## src/rtl/turn_controller_if.sv

```systemverilog
// Signal bundle between turn_controller, the two players and GameState.
// master = the controller, slave = players/GameState side.
interface turn_controller_if;
    logic       new_game;
    logic       x_req;
    logic [3:0] x_pos;
    logic       o_req;
    logic [3:0] o_pos;
    logic [2:0] gs_status;
    logic       gs_rst;
    logic       gs_move;
    logic       gs_player;
    logic [3:0] gs_next_move;
    logic       turn;
    logic       busy;
    logic       move_ack;
    logic       move_nack;
    logic       timeout;
    logic       game_over;
    logic [1:0] winner;
    logic [3:0] move_count;

    modport master (
        input  new_game, x_req, x_pos, o_req, o_pos, gs_status,
        output gs_rst, gs_move, gs_player, gs_next_move, turn, busy,
               move_ack, move_nack, timeout, game_over, winner, move_count
    );

    modport slave (
        output new_game, x_req, x_pos, o_req, o_pos, gs_status,
        input  gs_rst, gs_move, gs_player, gs_next_move, turn, busy,
               move_ack, move_nack, timeout, game_over, winner, move_count
    );
endinterface

```

## src/rtl/turn_controller.sv

```systemverilog
// Tic-tac-toe turn sequencer: filters player requests, issues one-cycle
// move commands to GameState, evaluates GameStatus, tracks game over,
// new-game restarts and an optional per-turn timeout. All outputs registered.
module turn_controller #(
    parameter bit          FIRST_PLAYER = 1'b1,
    parameter int unsigned RESP_LAT     = 2,
    parameter int unsigned TURN_TIMEOUT = 0
) (
    input logic              clk,
    input logic              rst,
    turn_controller_if.master bus
);

    typedef enum logic [2:0] {
        GAME_RST,
        WAIT_REQ,
        ISSUE,
        WAIT_RESP,
        EVAL,
        OVER
    } state_t;

    localparam logic [3:0]  LAT_LAST = 4'(RESP_LAT);
    localparam logic [23:0] TO_LAST  = (TURN_TIMEOUT > 0) ? 24'(TURN_TIMEOUT - 1) : '0;

    state_t      state, state_nxt;
    logic        gs_rst_q, gs_rst_nxt;
    logic        gs_move_q, gs_move_nxt;
    logic        gs_player_q, gs_player_nxt;
    logic [3:0]  gs_next_move_q, gs_next_move_nxt;
    logic        turn_q, turn_nxt;
    logic        busy_q, busy_nxt;
    logic        move_ack_q, move_ack_nxt;
    logic        move_nack_q, move_nack_nxt;
    logic        timeout_q, timeout_nxt;
    logic        game_over_q, game_over_nxt;
    logic [1:0]  winner_q, winner_nxt;
    logic [3:0]  move_count_q, move_count_nxt;
    logic [3:0]  lat_cnt_q, lat_cnt_nxt;
    logic [23:0] to_cnt_q, to_cnt_nxt;

    logic        req_hit;
    logic [3:0]  req_pos;
    logic [3:0]  count_inc;

    // State register and all registered outputs/counters
    always_ff @(posedge clk or negedge rst) begin
        if (!rst) begin
            state          <= GAME_RST;
            gs_rst_q       <= 1'b1;
            gs_move_q      <= 1'b0;
            gs_player_q    <= FIRST_PLAYER;
            gs_next_move_q <= '0;
            turn_q         <= FIRST_PLAYER;
            busy_q         <= 1'b1;
            move_ack_q     <= 1'b0;
            move_nack_q    <= 1'b0;
            timeout_q      <= 1'b0;
            game_over_q    <= 1'b0;
            winner_q       <= '0;
            move_count_q   <= '0;
            lat_cnt_q      <= '0;
            to_cnt_q       <= '0;
        end else begin
            state          <= state_nxt;
            gs_rst_q       <= gs_rst_nxt;
            gs_move_q      <= gs_move_nxt;
            gs_player_q    <= gs_player_nxt;
            gs_next_move_q <= gs_next_move_nxt;
            turn_q         <= turn_nxt;
            busy_q         <= busy_nxt;
            move_ack_q     <= move_ack_nxt;
            move_nack_q    <= move_nack_nxt;
            timeout_q      <= timeout_nxt;
            game_over_q    <= game_over_nxt;
            winner_q       <= winner_nxt;
            move_count_q   <= move_count_nxt;
            lat_cnt_q      <= lat_cnt_nxt;
            to_cnt_q       <= to_cnt_nxt;
        end
    end

    // Next-state and next-output decode
    always_comb begin
        state_nxt        = state;
        gs_player_nxt    = gs_player_q;
        gs_next_move_nxt = gs_next_move_q;
        turn_nxt         = turn_q;
        winner_nxt       = winner_q;
        move_count_nxt   = move_count_q;
        lat_cnt_nxt      = lat_cnt_q;
        to_cnt_nxt       = '0;
        move_ack_nxt     = 1'b0;
        move_nack_nxt    = 1'b0;
        timeout_nxt      = 1'b0;

        req_hit   = turn_q ? bus.x_req : bus.o_req;
        req_pos   = turn_q ? bus.x_pos : bus.o_pos;
        count_inc = (move_count_q < 4'd9) ? move_count_q + 4'd1 : move_count_q;

        if (bus.new_game) begin
            state_nxt = GAME_RST;
        end else begin
            case (state)
                GAME_RST: state_nxt = WAIT_REQ;

                WAIT_REQ: begin
                    if (req_hit) begin
                        if (req_pos <= 4'd8) begin
                            gs_next_move_nxt = req_pos;
                            gs_player_nxt    = turn_q;
                            lat_cnt_nxt      = 4'd1;
                            state_nxt        = ISSUE;
                        end else begin
                            move_nack_nxt = 1'b1;
                        end
                    end else if (TURN_TIMEOUT != 0) begin
                        if (to_cnt_q == TO_LAST) begin
                            turn_nxt    = ~turn_q;
                            timeout_nxt = 1'b1;
                        end else begin
                            to_cnt_nxt = to_cnt_q + 24'd1;
                        end
                    end
                end

                // ISSUE is the first latency cycle; with RESP_LAT = 1 the
                // status is already valid in the following cycle.
                ISSUE: begin
                    lat_cnt_nxt = lat_cnt_q + 4'd1;
                    state_nxt   = (RESP_LAT <= 1) ? EVAL : WAIT_RESP;
                end

                WAIT_RESP: begin
                    if (lat_cnt_q >= LAT_LAST) begin
                        state_nxt = EVAL;
                    end else begin
                        lat_cnt_nxt = lat_cnt_q + 4'd1;
                    end
                end

                EVAL: begin
                    if (bus.gs_status[2]) begin
                        move_nack_nxt = 1'b1;
                        state_nxt     = WAIT_REQ;
                    end else begin
                        move_ack_nxt   = 1'b1;
                        move_count_nxt = count_inc;
                        if (bus.gs_status[1:0] == 2'd0) begin
                            turn_nxt = ~turn_q;
                            if (count_inc == 4'd9) begin
                                winner_nxt = 2'd3;
                                state_nxt  = OVER;
                            end else begin
                                state_nxt = WAIT_REQ;
                            end
                        end else begin
                            winner_nxt = bus.gs_status[1:0];
                            state_nxt  = OVER;
                        end
                    end
                end

                OVER: state_nxt = OVER;

                default: state_nxt = GAME_RST;
            endcase
        end

        if (state_nxt == GAME_RST) begin
            turn_nxt       = FIRST_PLAYER;
            move_count_nxt = '0;
            winner_nxt     = '0;
        end

        gs_rst_nxt    = (state_nxt == GAME_RST);
        gs_move_nxt   = (state_nxt == ISSUE);
        game_over_nxt = (state_nxt == OVER);
        busy_nxt      = (state_nxt == GAME_RST) || (state_nxt == ISSUE) ||
                        (state_nxt == WAIT_RESP) || (state_nxt == EVAL);
    end

    assign bus.gs_rst       = gs_rst_q;
    assign bus.gs_move      = gs_move_q;
    assign bus.gs_player    = gs_player_q;
    assign bus.gs_next_move = gs_next_move_q;
    assign bus.turn         = turn_q;
    assign bus.busy         = busy_q;
    assign bus.move_ack     = move_ack_q;
    assign bus.move_nack    = move_nack_q;
    assign bus.timeout      = timeout_q;
    assign bus.game_over    = game_over_q;
    assign bus.winner       = winner_q;
    assign bus.move_count   = move_count_q;

endmodule

```

## src/flat_wrapper.sv

```systemverilog
// flat-port wrapper written by rule: the top's interface ports become plain ports
module turn_controller_flat 
#(
    parameter bit          FIRST_PLAYER = 1'b1,
    parameter int unsigned RESP_LAT     = 2,
    parameter int unsigned TURN_TIMEOUT = 0
)
  (clk, rst, bus_new_game, bus_x_req, bus_x_pos, bus_o_req, bus_o_pos, bus_gs_status, bus_gs_rst, bus_gs_move, bus_gs_player, bus_gs_next_move, bus_turn, bus_busy, bus_move_ack, bus_move_nack, bus_timeout, bus_game_over, bus_winner, bus_move_count);
  turn_controller_if bus_i ();
  input logic clk;
  input logic rst;
  input wire logic [$bits(bus_i.new_game)-1:0] bus_new_game;
  input wire logic [$bits(bus_i.x_req)-1:0] bus_x_req;
  input wire logic [$bits(bus_i.x_pos)-1:0] bus_x_pos;
  input wire logic [$bits(bus_i.o_req)-1:0] bus_o_req;
  input wire logic [$bits(bus_i.o_pos)-1:0] bus_o_pos;
  input wire logic [$bits(bus_i.gs_status)-1:0] bus_gs_status;
  output wire logic [$bits(bus_i.gs_rst)-1:0] bus_gs_rst;
  output wire logic [$bits(bus_i.gs_move)-1:0] bus_gs_move;
  output wire logic [$bits(bus_i.gs_player)-1:0] bus_gs_player;
  output wire logic [$bits(bus_i.gs_next_move)-1:0] bus_gs_next_move;
  output wire logic [$bits(bus_i.turn)-1:0] bus_turn;
  output wire logic [$bits(bus_i.busy)-1:0] bus_busy;
  output wire logic [$bits(bus_i.move_ack)-1:0] bus_move_ack;
  output wire logic [$bits(bus_i.move_nack)-1:0] bus_move_nack;
  output wire logic [$bits(bus_i.timeout)-1:0] bus_timeout;
  output wire logic [$bits(bus_i.game_over)-1:0] bus_game_over;
  output wire logic [$bits(bus_i.winner)-1:0] bus_winner;
  output wire logic [$bits(bus_i.move_count)-1:0] bus_move_count;
  assign bus_i.new_game = bus_new_game;
  assign bus_i.x_req = bus_x_req;
  assign bus_i.x_pos = bus_x_pos;
  assign bus_i.o_req = bus_o_req;
  assign bus_i.o_pos = bus_o_pos;
  assign bus_i.gs_status = bus_gs_status;
  assign bus_gs_rst = bus_i.gs_rst;
  assign bus_gs_move = bus_i.gs_move;
  assign bus_gs_player = bus_i.gs_player;
  assign bus_gs_next_move = bus_i.gs_next_move;
  assign bus_turn = bus_i.turn;
  assign bus_busy = bus_i.busy;
  assign bus_move_ack = bus_i.move_ack;
  assign bus_move_nack = bus_i.move_nack;
  assign bus_timeout = bus_i.timeout;
  assign bus_game_over = bus_i.game_over;
  assign bus_winner = bus_i.winner;
  assign bus_move_count = bus_i.move_count;
  turn_controller #(.FIRST_PLAYER(FIRST_PLAYER), .RESP_LAT(RESP_LAT), .TURN_TIMEOUT(TURN_TIMEOUT)) u_core (.clk(clk), .rst(rst), .bus(bus_i));
endmodule
```

## config.mk

```make
export PLATFORM = sky130hd
export DESIGN_NAME = turn_controller_flat
export DESIGN_NICKNAME = d
export VERILOG_FILES = /design/src/rtl/turn_controller_if.sv /design/src/rtl/turn_controller.sv /design/src/flat_wrapper.sv
export SDC_FILE = /design/constraint.sdc
export NUM_CORES = 1
export LEC_CHECK = 0
export BUFFER_PORTS_ARGS = -buffer_cell sky130_fd_sc_hd__buf_4
export CORE_MARGIN = 5
export CORE_UTILIZATION = 40
export CTS_BUF_LIST = sky130_fd_sc_hd__clkbuf_16
export DETAILED_ROUTE_END_ITERATION = 12
export PLACE_DENSITY_LB_ADDON = 0.2
export SLEW_MARGIN = 20
export SYNTH_ARGS = -nofsm -noshare
export SYNTH_HDL_FRONTEND = slang
export SYNTH_SLANG_ARGS = --single-unit
```

## constraint.sdc

```tcl
create_clock -name clk -period 2.7 [get_ports clk]
set_input_delay 0.135 -clock clk [delete_from_list [all_inputs] [get_ports clk]]
set_output_delay 0.135 -clock clk [all_outputs]
set_load 0.05 [all_outputs]
```

### Word level (Yosys, flattened, before mapping)

Cells that the tools add are included.
W data, S select, Z words.

* flip-flop bits (word level): 25
* input bits: 16

* add/subtract/negate cells: 2
* $lt $le $gt $ge: 3
* equality and inequality tests: 16
* multiplexer cells: 38
* bitwise gates (word level): 2
* reductions and logical operators: 14

Operators by type and width (count)
* $mux W4: 9
* $mux W3: 7
* $pmux W3 S6: 1
* $mux W1: 13
* $eq A3 B2 Y1 const B: 4
* $eq A3 B3 Y1 const B: 4
* $mux W2: 6
* $pmux W4 S3: 1
* $reduce_and A4 Y1: 3
* $add A4 B1 Y4 const B: 2
* $ne A2 B1 Y1 const B: 4
* $logic_not A3 Y1: 2
* $reduce_and A5 Y1: 1
* $eq A4 B4 Y1 const B: 1
* $ge A4 B2 Y1 const B: 1
* $le A4 B4 Y1 const B: 1
* $lt A4 B4 Y1 const B: 1
* $reduce_bool A2 Y1: 2
* $eq A3 B1 Y1 const B: 1
* $logic_or A1 B1 Y1: 3
* $ne A3 B2 Y1 const B: 1
* $reduce_and A3 Y1: 1
* $reduce_bool A3 Y1: 1
* $logic_not A2 Y1: 1
* 3 further kinds: 4

### Longest topological paths before layout

* depth in word-level cells: 12
* gate-level depth with buffers: 6

### Worst setup path after synthesis

No wires, ideal clock.

* path kind: register -> register
* start: register u_core.move_count_q[0], in the netlist u_core.bus.move_count[0]
* end: register u_core.winner_q[0], in the netlist u_core.bus.winner[0]
* setup time: 0.066 ns
* arrival time: 2.236 ns
* required time: 2.634 ns
* slack: 0.399 ns
* cell stages (with the launch flop): 7
* path buffers: 0
* path through: dfrtp_1 inv_1 ha_1 or4b_2 a21oi_1 a2bb2oi_1 o221a_2

* longest elaborated chain between the ends: 11
* elaborated cells on any way between the ends: 16
* classes of those cells: add/sub: 1; order compare: 1; eq/ne: 4; mux: 7; reduce/logical: 3

RTL lines
* from (decl): line turn_controller.sv:38 `logic [3:0] move_count_q, move_count_nxt;`
* from (signal assigned): line turn_controller.sv:77 `move_count_q <= move_count_nxt;`
* $add A4 B1 Y4 / $lt A4 B4 Y1 (equally long branches): line turn_controller.sv:99 `count_inc = (move_count_q < 4'd9) ? move_count_q + 4'd1 : move_count_q;`
* $mux W4 (*): line turn_controller.sv:99
* $eq A4 B4 Y1 (*): line turn_controller.sv:151 `if (count_inc == 4'd9) begin`
* $mux W3: line turn_controller.sv:151
* $mux W3: line turn_controller.sv:149 `if (bus.gs_status[1:0] == 2'd0) begin`
* $mux W3: line turn_controller.sv:143 `if (bus.gs_status[2]) begin`
* $pmux W3 S6: line turn_controller.sv:104 `case (state)`
* $mux W3: line turn_controller.sv:101 `if (bus.new_game) begin`
* $logic_not A3 Y1: line turn_controller.sv:170 `if (state_nxt == GAME_RST) begin`
* $ne A3 B2 Y1 (no line), or another cell as far along
* $reduce_and A4 Y1 (no line)
* to (signal assigned): line turn_controller.sv:76 `winner_q <= winner_nxt;`
* to (decl): line turn_controller.sv:37 `logic [1:0] winner_q, winner_nxt;`

Every way passes the cells marked *; elsewhere a longest branch is shown, timed or not.
A chain may end at the register's enable or synchronous reset.

### Worst setup path after layout

* start: register u_core.turn_q, in the netlist u_core.bus.turn
* end: register u_core.gs_next_move_q[1], in the netlist u_core.bus.gs_next_move[1]

* longest elaborated chain between the ends: 3
* elaborated cells on any way between the ends: 4
* classes of those cells: order compare: 1; mux: 2; reduce/logical: 1

RTL lines
* from (decl): line turn_controller.sv:31 `logic turn_q, turn_nxt;`
* from (signal assigned): line turn_controller.sv:70 `turn_q <= turn_nxt;`
* $mux W4: line turn_controller.sv:98 `req_pos = turn_q ? bus.x_pos : bus.o_pos;`
* $le A4 B4 Y1: line turn_controller.sv:109 `if (req_pos <= 4'd8) begin`
* $reduce_and A4 Y1 (no line)
* to (signal assigned): line turn_controller.sv:69 `gs_next_move_q <= gs_next_move_nxt;`
* to (decl): line turn_controller.sv:30 `logic [3:0] gs_next_move_q, gs_next_move_nxt;`

Parallel ways exist; a longest one is shown, timed or not.

==> implementation parameters <==
Parameter                              Value

STA
  Final critical delay including setup and external delays ... between 2 and 2.5 ns
  Setup repair after global routing missed its margin ... false
  Measured slew at the worst slew-check pin ... about 0.74 ns
  Final hold violation count ... 0
  Max-slew violation count ... 0
  Maximum frequency from static timing analysis ... approximately 460 MHz
  Worst hold margin ... 0.0848 ns
  Tcrit/Tclk final ... 0.810
  Largest clock skew in the final design ... 0.00417 ns
  Final setup viols ... 0
  Max transition margin ... 0.506
  Setup TNS ... 0 ns

GRT
  Via count of the first global-routing pass ... between 1000 and 1500
  Met3 GRT Util ... 0.0349
  Routing usage on met1 ... 0.209
  Wire length of the first global-routing pass ... 4.91 mm
  Pin count of the biggest net entering global routing ... 26
  Congestion Overflow GR ... 0
  Antenna violations before repair ... 0
  GR peak layer ... met2
  All-layer global routing usage ... 0.142
  Met2 track utilization from global routing ... 0.210

Final layout
  Synthesis-to-finish area growth ... 28.4%
  Footprint of the flip-flops and latches ... 631 um^2
  Summed area of non-filler cells in the final layout ... around 0.0017 mm^2
  Final-stage net count ... 177
  Antenna Diode Count ... 0
  Layout cells sized above 1 ... 0.385
  Area of the multi-input gates ... around 630 um^2
  Post-layout util ... 0.546
  Count of fill cells added during filler insertion ... 287

Yosys
  Syn_area_per_cell ... 11.0 um^2
  Ys async rst share ... 1.00
  Leading area contributor after synthesis ... sky130_fd_sc_hd__dfrtp_1
  Mapped cell area ... 0.00132 mm^2
  Number of synthesized flops with an enable pin ... 0
  Synth Flop Type ... sky130_fd_sc_hd__dfrtp_1
  Share of the synthesized area in the top cell type ... 0.398
  Cell with the most instances after synthesis ... sky130_fd_sc_hd__dfrtp_1
  Count of synthesis-stage warnings from yosys ... 0
  Cell count after synthesis ... 120
  Sequential-to-total area share from yosys stat ... 0.478
  Post-synth top cells ... sky130_fd_sc_hd__dfrtp_1, sky130_fd_sc_hd__mux2_2, sky130_fd_sc_hd__inv_1, sky130_fd_sc_hd__nand2_1, sky130_fd_sc_hd__nor2_1
  Post-synthesis sequential element count ... 25
  Number of library cell types mapped by synthesis ... 44
  Net count of the mapped netlist ... 140
  Main area contributors after synthesis ... sky130_fd_sc_hd__dfrtp_1, sky130_fd_sc_hd__mux2_2, sky130_fd_sc_hd__dfstp_2, sky130_fd_sc_hd__ha_1, sky130_fd_sc_hd__nand2b_1

Floorplanning
  Row count ... 20
  Die outline width ... 67.4 um
  Total core area ... 0.00310 mm^2
  Die area ... 0.00455 mm^2
  Height of the die ... a little under 70 um
  Initial cell density of the core ... 0.425
  Ports placed on the boundary ... 35

Clock tree
  Clk root buf ... sky130_fd_sc_hd__clkbuf_16
  Deepest clock path buffer count ... 2
  CTS H-tree depth ... 1
  Inserted Clock Buffers ... 3
  Clk_lat worst skew ... 0.26 ns
  Buffers inserted during post-CTS setup optimization ... 0
  Number of sinks handled by clock tree synthesis ... 25
  Reg clk slew, reported paths ... 0.06 ns
  TritonCTS clock tree ... built

Pwr
  Cell area power density ... 617 mW/mm^2
  Leakage component of the power ... between 0.7 and 0.8 nW
  Peak supply drop ... 0.343 mV

Setup path
  Critical Path Slowest Stage Cell ... sky130_fd_sc_hd__dfstp_2
  Worst R2R Start ... u_core.bus.turn
  Cell breakdown of the critical path ... mux2i_1 > or4_1 > nor3_4 > mux2_2
  Path type of the worst setup path ... reg2reg
  Arrival @ worst endpoint ... 2.33 ns
  Peak per-stage delay on the critical path ... between 0.6 and 0.7 ns
  Launch point of the worst path ... u_core.bus.turn
  Data required time at the worst endpoint ... 2.84 ns
  Startpoint class of the critical path ... flip-flop
  Maximum fanout encountered on the critical timing path ... 9
  Crit end category ... flip-flop

Min path
  Tightest Hold Check Type ... in2reg
  Worst hold start ... bus_new_game

Placed design
  Dpl cell area ... ~0.0016 mm^2
  RD Place Congestion ... 0.816
  Number of I/O port buffers ... 33
  Detailed placement HPWL ... between 2 and 2.5 mm

Route
  Drt drc ... 0
  Wire length after detailed routing ... 2.94 mm
  Number of DRC markers in iteration 0 ... 37
  Post-detailed-route wirelength per cell ... 14.7 um
  Total number of vias ... 1064
  Drt first pass iters ... 4
  Number of routed nets with antenna violations ... 0
  Post-DR vias/cell ... ~5.3

Flow run
  Count of max-cap constraint violations ... 0

Status
  Result of the run ... completed
## path summary, 6_finish.rpt
| check | slack [ns] | cells after the start | endpoint |
|---|---|---|---|
| max | 0.51 | 4 | u_core.bus.gs_next_move[1] |
| min | 0.08 | 2 | u_core.bus.move_nack |
| max reg2reg | 0.51 | 4 | u_core.bus.gs_next_move[1] |
| min reg2reg | 0.52 | 1 | u_core.bus.gs_next_move[3] |
| max in group asynchronous | 2.09 | 2 | u_core.bus.busy |
| min in group asynchronous | 0.32 | 2 | u_core.state[0] |
## through the flow
step / setup WS (ns) / std cells / total power, mW
3_5_place_dp: 0.517 / 195 / 0.730
4_1_cts: 0.504 / 200 / 1.06
3_3_place_gp: 0.597 / 195 / 0.727
5_1_grt: 0.385 / 200 / 1.10
2_1_floorplan: 0.399 / 120 / 0.635
6_report: 0.514 / 200 / 1.05
## cells by family (layout without fill, tap and decap cells)
logic type / after synthesis / count (layout) / synth area share
buffers and inverters: 12 / 48 / 0.0436
and+or+nand+nor: 37 / 37 / 0.164
xor gates and xnor gates: 1 / 1 / 0.00664
adders and majority gates: 4 / 4 / 0.0379
muxes: 12 / 12 / 0.100
other: 1 / 1 / 0.00284
DFF: 25 / 25 / 0.478
AOI/OAI and AO/OA: 28 / 28 / 0.167
## cells in the final DEF (no fill, tap or decap), types with 2 or more instances in the layout
master                      Yosys  layout
sky130_fd_sc_hd__o2111ai_1      2       2
sky130_fd_sc_hd__a21oi_1        4       4
sky130_fd_sc_hd__dfrtp_1       21      21
sky130_fd_sc_hd__buf_4          1      34
sky130_fd_sc_hd__or3_1          2       2
sky130_fd_sc_hd__o22ai_1        2       2
sky130_fd_sc_hd__ha_1           4       4
sky130_fd_sc_hd__dfstp_2        4       4
sky130_fd_sc_hd__clkbuf_16      0       3
sky130_fd_sc_hd__nor2_1         6       6
sky130_fd_sc_hd__o21ai_0        3       3
sky130_fd_sc_hd__o31ai_1        2       2
sky130_fd_sc_hd__inv_1          8       9
sky130_fd_sc_hd__mux2_2        10      10
sky130_fd_sc_hd__nand2_1        8       8
sky130_fd_sc_hd__and2_1         3       3
sky130_fd_sc_hd__o221a_2        2       2
sky130_fd_sc_hd__nor3_1         4       4
sky130_fd_sc_hd__a2bb2oi_1      2       2
sky130_fd_sc_hd__nand2b_1       5       5
sky130_fd_sc_hd__mux2i_1        2       2
sky130_fd_sc_hd__o211ai_1       2       2
## sequential cells by signal (all words and copies together) (netlist names)
register                 cells
u_core.lat_cnt_q             4
u_core.bus.move_nack         1
u_core.bus.gs_rst            1
u_core.bus.turn              1
u_core.bus.winner            2
u_core.bus.gs_next_move      4
u_core.bus.move_ack          1
u_core.bus.gs_player         1
u_core.bus.busy              1
u_core.bus.gs_move           1
u_core.bus.game_over         1
u_core.bus.move_count        4
u_core.state                 3
## cell type report
cell class | instances | share of cell area
Multi-Input combinational cell | 83 | 0.373
Timing Repair Buffer | 35 | 0.156
Clock inverter | 1 | 0.00221
Clock buffer | 3 | 0.0443
Sequential cell | 25 | 0.372
Inverter | 9 | 0.0199
Tap cell | 44 | 0.0325
## worst max-delay path: cells and delay by family, from the launching register on
family / cells / cell delay (ns)
simple gates: 2 / 0.95
flops: 1 / 0.63
mux: 2 / 0.48
## where the power goes
| part | total (mW) | leakage [nW] | switching [mW] | internal, mW |
|---|---|---|---|---|
| clock | 0.323 | 0.0423 | 0.125 | 0.198 |
| combinational | 0.269 | 0.445 | 0.169 | 0.100 |
| sequential | 0.454 | 0.310 | 0.0353 | 0.419 |
| total | 1.05 | 0.798 | 0.329 | 0.717 |
## timing repair
item                                   4_1_cts  5_1_grt
resized for setup                            0        0
endpoints found under the hold margin       21        0
hold buffers                                 1        0
setup endpoints to repair                    0        0
## layer usage
layer | wire length (um) | up-vias
met1 | 1460 | 506
met3 | 200 | 2
li1 | - | 512
met2 | 1270 | 44
met5 | 0 | -
met4 | 4 | 0
(Power assumes the default switching activity.)
